==> src/rtl/booth_mac_acc.sv <==
// ---------------------------------------------------------------------------
// booth_mac_acc
//
// Dot-product accumulator that sits behind the 4x4 signed Booth multiplier.
// It takes signed 8-bit products over a valid/ready handshake and sums
// VEC_LEN consecutive products into a signed ACC_W-bit accumulator. Each
// finished sum is presented on an output valid/ready handshake, together
// with a sticky signed-overflow flag for that vector.
//
// Parameters:
//   ACC_W   - accumulator / output width in bits (>= 8)
//   VEC_LEN - number of products summed per output (>= 1)
//
// Ports:
//   clk          - clock, all state changes on the rising edge
//   rst          - asynchronous active-low reset
//   clear_i      - synchronous abort, drops the partial or presented sum
//   prod_valid_i - product_i is valid this cycle
//   product_i    - signed 8-bit product
//   prod_ready_o - block accepts a product this cycle (ACCUM state)
//   acc_o        - signed accumulated sum
//   acc_valid_o  - acc_o holds a completed vector sum (OUT state)
//   acc_ready_i  - downstream accepts acc_o
//   overflow_o   - signed overflow seen in the current / presented vector
//   count_o      - products accepted in the current vector
//
// Build option:
//   BOOTH_MAC_SATURATE_EN - when defined, an overflowing add clamps the
//   accumulator to the most positive / most negative ACC_W value instead
//   of wrapping. overflow_o is raised in both builds.
// ---------------------------------------------------------------------------
module booth_mac_acc #(
    parameter int ACC_W   = 16,
    parameter int VEC_LEN = 4
) (
    input  logic                           clk,
    input  logic                           rst,
    input  logic                           clear_i,
    input  logic                           prod_valid_i,
    input  logic [7:0]                     product_i,
    output logic                           prod_ready_o,
    output logic [ACC_W-1:0]               acc_o,
    output logic                           acc_valid_o,
    input  logic                           acc_ready_i,
    output logic                           overflow_o,
    output logic [$clog2(VEC_LEN+1)-1:0]   count_o
);

    localparam int CNT_W = $clog2(VEC_LEN + 1);
    localparam logic [CNT_W-1:0] LAST_CNT = CNT_W'(VEC_LEN - 1);

    typedef enum logic [0:0] {
        ST_ACCUM = 1'b0,
        ST_OUT   = 1'b1
    } state_t;

    state_t             state_reg, state_next;
    logic [ACC_W-1:0]   acc_reg, acc_next;
    logic [CNT_W-1:0]   count_reg, count_next;
    logic               ovf_reg, ovf_next;

    // Sign-extend the product: a size cast of a signed operand replicates
    // the sign bit, which also covers ACC_W == 8 without a zero-width field.
    logic signed [7:0]  prod_s;
    logic [ACC_W-1:0]   prod_ext;
    logic [ACC_W-1:0]   sum_wrap;
    logic [ACC_W-1:0]   sum_res;
    logic               add_ovf;

    assign prod_s   = product_i;
    assign prod_ext = ACC_W'(prod_s);
    assign sum_wrap = acc_reg + prod_ext;

    // Signed overflow: operands agree in sign, result disagrees.
    assign add_ovf = (acc_reg[ACC_W-1] == prod_ext[ACC_W-1]) &&
                     (sum_wrap[ACC_W-1] != acc_reg[ACC_W-1]);

`ifdef BOOTH_MAC_SATURATE_EN
    // On overflow both operands share a sign, so the product sign picks
    // the rail to clamp to.
    always_comb begin
        sum_res = sum_wrap;
        if (add_ovf) begin
            if (prod_ext[ACC_W-1]) begin
                sum_res = {1'b1, {(ACC_W-1){1'b0}}};
            end else begin
                sum_res = {1'b0, {(ACC_W-1){1'b1}}};
            end
        end
    end
`else
    assign sum_res = sum_wrap;
`endif

    always_ff @(posedge clk or negedge rst) begin
        if (!rst) begin
            state_reg <= ST_ACCUM;
            acc_reg   <= '0;
            count_reg <= '0;
            ovf_reg   <= 1'b0;
        end else begin
            state_reg <= state_next;
            acc_reg   <= acc_next;
            count_reg <= count_next;
            ovf_reg   <= ovf_next;
        end
    end

    always_comb begin
        state_next = state_reg;
        acc_next   = acc_reg;
        count_next = count_reg;
        ovf_next   = ovf_reg;

        if (clear_i) begin
            // Abort wins over any handshake in the same cycle.
            state_next = ST_ACCUM;
            acc_next   = '0;
            count_next = '0;
            ovf_next   = 1'b0;
        end else begin
            case (state_reg)
                ST_ACCUM: begin
                    if (prod_valid_i) begin
                        acc_next   = sum_res;
                        count_next = CNT_W'(count_reg + 1'b1);
                        if (add_ovf) begin
                            ovf_next = 1'b1;
                        end
                        if (count_reg == LAST_CNT) begin
                            state_next = ST_OUT;
                        end
                    end
                end
                ST_OUT: begin
                    // Products are not accepted in the handshake cycle;
                    // the next vector starts on the following edge.
                    if (acc_ready_i) begin
                        state_next = ST_ACCUM;
                        acc_next   = '0;
                        count_next = '0;
                        ovf_next   = 1'b0;
                    end
                end
                default: begin
                    state_next = ST_ACCUM;
                end
            endcase
        end
    end

    assign prod_ready_o = (state_reg == ST_ACCUM);
    assign acc_valid_o  = (state_reg == ST_OUT);
    assign acc_o        = acc_reg;
    assign overflow_o   = ovf_reg;
    assign count_o      = count_reg;

endmodule

==> config.mk <==
export PLATFORM = sky130hd
export DESIGN_NAME = booth_mac_acc
export DESIGN_NICKNAME = d
export VERILOG_FILES = /design/src/rtl/booth_mac_acc.sv
export SDC_FILE = /design/constraint.sdc
export NUM_CORES = 1
export LEC_CHECK = 0
export CAP_MARGIN = 10
export CORE_ASPECT_RATIO = 0.8
export CORE_MARGIN = 4
export CORE_UTILIZATION = 63
export DETAILED_ROUTE_END_ITERATION = 7
export DONT_BUFFER_PORTS = 1
export HOLD_SLACK_MARGIN = 0.15
export MAX_ROUTING_LAYER = met4
export PLACE_DENSITY = 0.79
export SLEW_MARGIN = 20
export SYNTH_ARGS = -nofsm -noshare
export SYNTH_HDL_FRONTEND = slang
export SYNTH_SLANG_ARGS = --single-unit
==> constraint.sdc <==
create_clock -name clk -period 2.3 [get_ports clk]
set_input_delay 0.46 -clock clk [delete_from_list [all_inputs] [get_ports clk]]
set_output_delay 0.46 -clock clk [all_outputs]
set_load 0.02 [all_outputs]
# == Yosys cells after proc, flatten, opt, wreduce, memory -nomap -nowiden ==
# Index checks and enable logic that the tools add are counted.
# word_totals
regBits,21
out_inout_bits,22
# op_classes
addsub,2
eq_ne,6
muxes,18
bitwise_logic,1
reduce_logical,3
# ops
op,n
16-bit two-way mux,3
16-bit case mux with 2 select lines,1
16-bit adder,1
3-bit two-way mux,3
1-bit two-way mux,8
3-bit != test (second input constant),2
3-bit case mux with 2 select lines,1
1-bit case mux with 2 select lines,2
3-bit by 1-bit adder with 3-bit output (second input constant),1
3-bit by 2-bit == test with 1-bit output (second input constant),1
3-bit by 2-bit != test with 1-bit output (second input constant),1
3-bit AND reduction,1
2-bit AND reduction,1
1-bit == test,1
1-bit logical AND,1
1-bit != test,1
1-bit inverter,1

# == Longest topological paths before layout ==
# Gate-level depths: netlist (run 1).
# logic_depth
ltp_word,7
ltp_mapped,8
ltp_nobuf,8

# == Worst setup path before layout (run 1) ==
# OpenSTA, ideal clock, no wires.
# synth_timing
kind,register to register
start,"reg acc_reg[8], in the netlist acc_o[8]"
end,"reg acc_reg[15], in the netlist acc_o[15]"
setup_ns,0.139
t_arrival_ns,2.140
slack_ns,0.021
stages_incl_launch_ff,8
period_less_slack_ns,2.279
path_cell_list,dfrtp_1 > ha_1 > a21oi_1 > nor2_1 > a211oi_1 > o221ai_2 > mux2i_1 > or4b_1
# synth_between
elab_chain_cells,4
# synth_lines
element,line,rtl
"start, declared",58,"logic [ACC_W-1:0] acc_reg, acc_next;"
"start signal, assigned",103,acc_reg <= acc_next;
16-bit adder,72,assign sum_wrap = acc_reg + prod_ext;
16-bit two-way mux,124,if (prod_valid_i) begin
16-bit case mux with 2 select lines,122,case (state_reg)
16-bit two-way mux,115,if (clear_i) begin
# No other way between the ends. The select of a mux whose other input is x is not followed.
# A chain may end at the register's enable or synchronous reset.

# == Final worst setup path (run 1) ==
# layout_timing
start,"reg acc_reg[3], in the netlist acc_o[3]"
end,"reg acc_reg[12], in the netlist acc_o[12]"
# The elaborated chain is that of the path after synthesis.

==> run_results.csv, run 1 <==
group,metric,value,unit
outcome,status,"finished, final reports clean",
sta,tightestPinTransition,0.949,ns
clock_tree,cts-root-buf,"clkbuf_4",
pwr,p_leak,0.844,nW
pwr,pwr_density_cell,699,nW/um^2
finish,finish.utilization,81.8,%
drt,drc,0,
floorplan,start_util,69.6,%
setup_path,cp-end-kind,"register",
setup_path,path_max_fanout,5,
clock_tree,cts_buffer_depth,2,
setup_path,cp_num_buf_inv,0,
synthesis,avgSynthCellArea,8.78,um^2
setup_path,worstPathRequired,2.50,ns
sta,post-route-period-util,97.1,%
floorplan,die_h,52.8,um
drt,antenna_left,0,
setup_path,critical-path-max-stage-delay,0.42,ns
synthesis,yosysMostFrequentCell,"o21ai_0",
synthesis,synthesis.area,1580,um^2
synthesis,async_flop_share,100,%
clock_tree,cts_tree,"done",
sta,finalHoldViolations,0,
finish,fin_nets,236,
synthesis,ys_seq_area_share,33.3,%
synthesis,synthTopCellsByArea,"dfrtp_1 33%, ha_1 13%, o21ai_0 7.3%, nand2_1 4.8%, xnor2_1 3.9%",
synthesis,synth_ff_type,"dfrtp_1",
synthesis,synth.largest_area_cell,"dfrtp_1",
placed_design,dp_slack,-0.0985,ns
setup_path,crit_family,"compound AO/OA/AOI/OAI gates",
placed_design,placed_area,1790,um^2
clock_tree,cts_made_buffers,3,
grt,grt_max_degree,22,
grt,grtUsageTotal,28.2,%
sta,final_max_slew_viol_count,0,
worst_hold_path,hp-class,"in -> reg",
drt,vias,1482,
placed_design,dp_hpwl,3.12,mm
synthesis,yosys_warnings,0,
clock_tree,clock_latency,0.31,ns
drt,wl_met1,1.69,mm
clock_tree,cts_setup_buffers,0,
flow_run,drv_cap,0,
sta,finalSetupTns,0,ns
grt,grt_pass1_vias,1599,
grt,grt_overflow,0,
drt,detailedRoute.firstIterationViolations,115,
grt,antenna_found_initial,0,
synthesis,netlist-cell-type-count,40,
grt,grt_pass1_wl,7.11,mm
synthesis,ys_ff_latch,21,
drt,drt-wirelength-per-cell,17.5,um
sta,fin_crit,2.23,ns
finish,area_growth,17.5,%
setup_path,crit_path_start_kind,"register",
drt,wirelength,4.16,mm
floorplan,core,2270,um^2
floorplan,fp-row-count,15,
clock_tree,clock-sinks,21,
drt,wl_met3,324,um
clock_tree,clk_pin_slew,0.12,ns
floorplan,die_w,64.0,um
drt,dr.pass1.iters,4,
sta,max_freq,448,MHz
setup_path,worstPathArrival,2.43,ns
synthesis,synth_common_cells,"23 x o21ai_0, 21 x dfrtp_1, 20 x nand2_1, 17 x ha_1, 11 x a21oi_1",
setup_path,crit_chain,"ha_1 > a211oi_1 > a211oi_1 > nor4_2 > o21ai_1 > xnor2_1 > o21ai_1",
setup_path,path_class,"reg -> reg",
drt,routed_via_density,6.23,
pwr,total_power,1.30,mW
sta,setup_violations,0,
pwr,ir_worst_vdd,0.399,mV
floorplan,ios,35,
synthesis,synth_edf_count,0,
synthesis,netlist.area_leader.share,33.3,%
drt,routed-wl-met2,2.07,mm
sta,finalWorstSetupSlack,0.0676,ns
finish,final_area,1860,um^2
clock_tree,htree_levels,1,
finish,drive_gt1_share,20.6,%
floorplan,dieArea,3380,um^2
sta,slew_headroom,36.5,%
placed_design,portBuffers,0,
synthesis,netlist_instances,180,
sta,skew,0.000680,ns
setup_path,critPathSlowestCell,"a211oi_1",
synthesis,syn_nets,211,
drt,top_layer_used,"met4",
finish,num_antenna_cells,0,
placed_design,place.gp.congestion,0.879,
[layout make-up]
type                       instances  area [um^2]
multi-input combinational        147         1030
tap                               34         42.5
clock buffer                       3         22.5
inverter                           4         15.0
fill                             154          414
timing repair buffer              28          213
clock inverter                     1         5.00
sequential                        21          526
[metal layers]
metal	GRT usage [%]	vias to the layer above
met5	-	-
met4	11.5	0
met3	8.80	13
met2	48.0	62
met1	31.2	703
li1	-	704
[flip-flops by register name, indices dropped and copies added (netlist names)]
| signal | flops |
|---|---|
| acc_o | 16 |
| acc_valid_o | 1 |
| count_o | 3 |
| overflow_o | 1 |
[kinds of logic (layout without fill, tap and decap cells)]
family	Yosys count	in the layout	share of synthesized area, %
xor gates and xnor gates	12	12	6.65
and+or+nand+nor	56	56	18.0
AOI/OAI and AO/OA	59	59	23.2
muxes	2	2	1.27
buffers and inverters	12	36	2.93
DFF	21	21	33.3
adders and majority gates	18	18	14.7
[power by group]
group	total (mW)	internal, mW	switching (mW)	leakage [nW]
combinational	0.627	0.273	0.354	0.546
clock	0.188	0.0651	0.123	0.0177
sequential	0.483	0.419	0.0642	0.281
[per-stage QoR]
| stage | cells | hold WS, ns |
|---|---|---|
| final | 238 | 0.187 |
| after global routing | 238 | 0.165 |
| after CTS | 238 | 0.183 |
| after detailed placement | 233 | 0.165 |
| after global placement | 233 | 0.165 |
| after floorplan | 180 | 0.164 |
[repair_timing]
| action | in CTS | in global routing |
|---|---|---|
| pin swaps | 0 | 2 |
| endpoints found under the hold margin | 21 | 0 |
| resized for setup | 1 | 8 |
| hold buffers | 1 | 0 |
| setup endpoints to repair | 1 | 3 |
[cell usage in the layout (no fill, tap or decap), types with 2 or more instances in the layout]
cell type  count
nand3_1        8
o21ai_1        6
a21oi_1       11
buf_4         27
ha_1          16
a211oi_2       2
o21ai_0       20
nand2b_1       2
xor2_1         5
clkbuf_4       3
inv_1          4
o21bai_1       3
mux2i_1        2
dfrtp_1       21
nand4_1        3
nand2_1       20
nor3_1         3
nor2b_1        3
a22o_1         3
nor3b_1        3
xnor2_1        7
a21o_1         3
nor2_1         7
a211oi_1       3
[path summary, 6_finish.rpt]
check / start / to / slack (ns) / cells past startpoint
worst max-delay path: acc_o[3] / acc_o[12] / 0.07 / 7
worst min-delay path: clear_i / acc_valid_o / 0.19 / 1
worst max register to register: acc_o[3] / acc_o[12] / 0.07 / 7
worst min register to register: acc_o[12] / acc_o[12] / 0.66 / 3
max in group asynchronous: rst / acc_o[9] / 1.01 / 1
min in group asynchronous: rst / acc_valid_o / 0.72 / 1
Note: power is estimated with default switching activity, not from simulation.
==> inputs of run 2 (changes only) <==
--- a/config.mk
+++ b/config.mk
@@ -5,6 +5,7 @@
 export SDC_FILE = /design/constraint.sdc
 export NUM_CORES = 1
 export LEC_CHECK = 0
+export ABC_CLOCK_PERIOD_IN_PS = 2300
 export CAP_MARGIN = 10
 export CORE_ASPECT_RATIO = 0.8
 export CORE_MARGIN = 4
==> results of run 2 <==
Same layout as run 1: the final DEF is identical, and so are final timing and power.
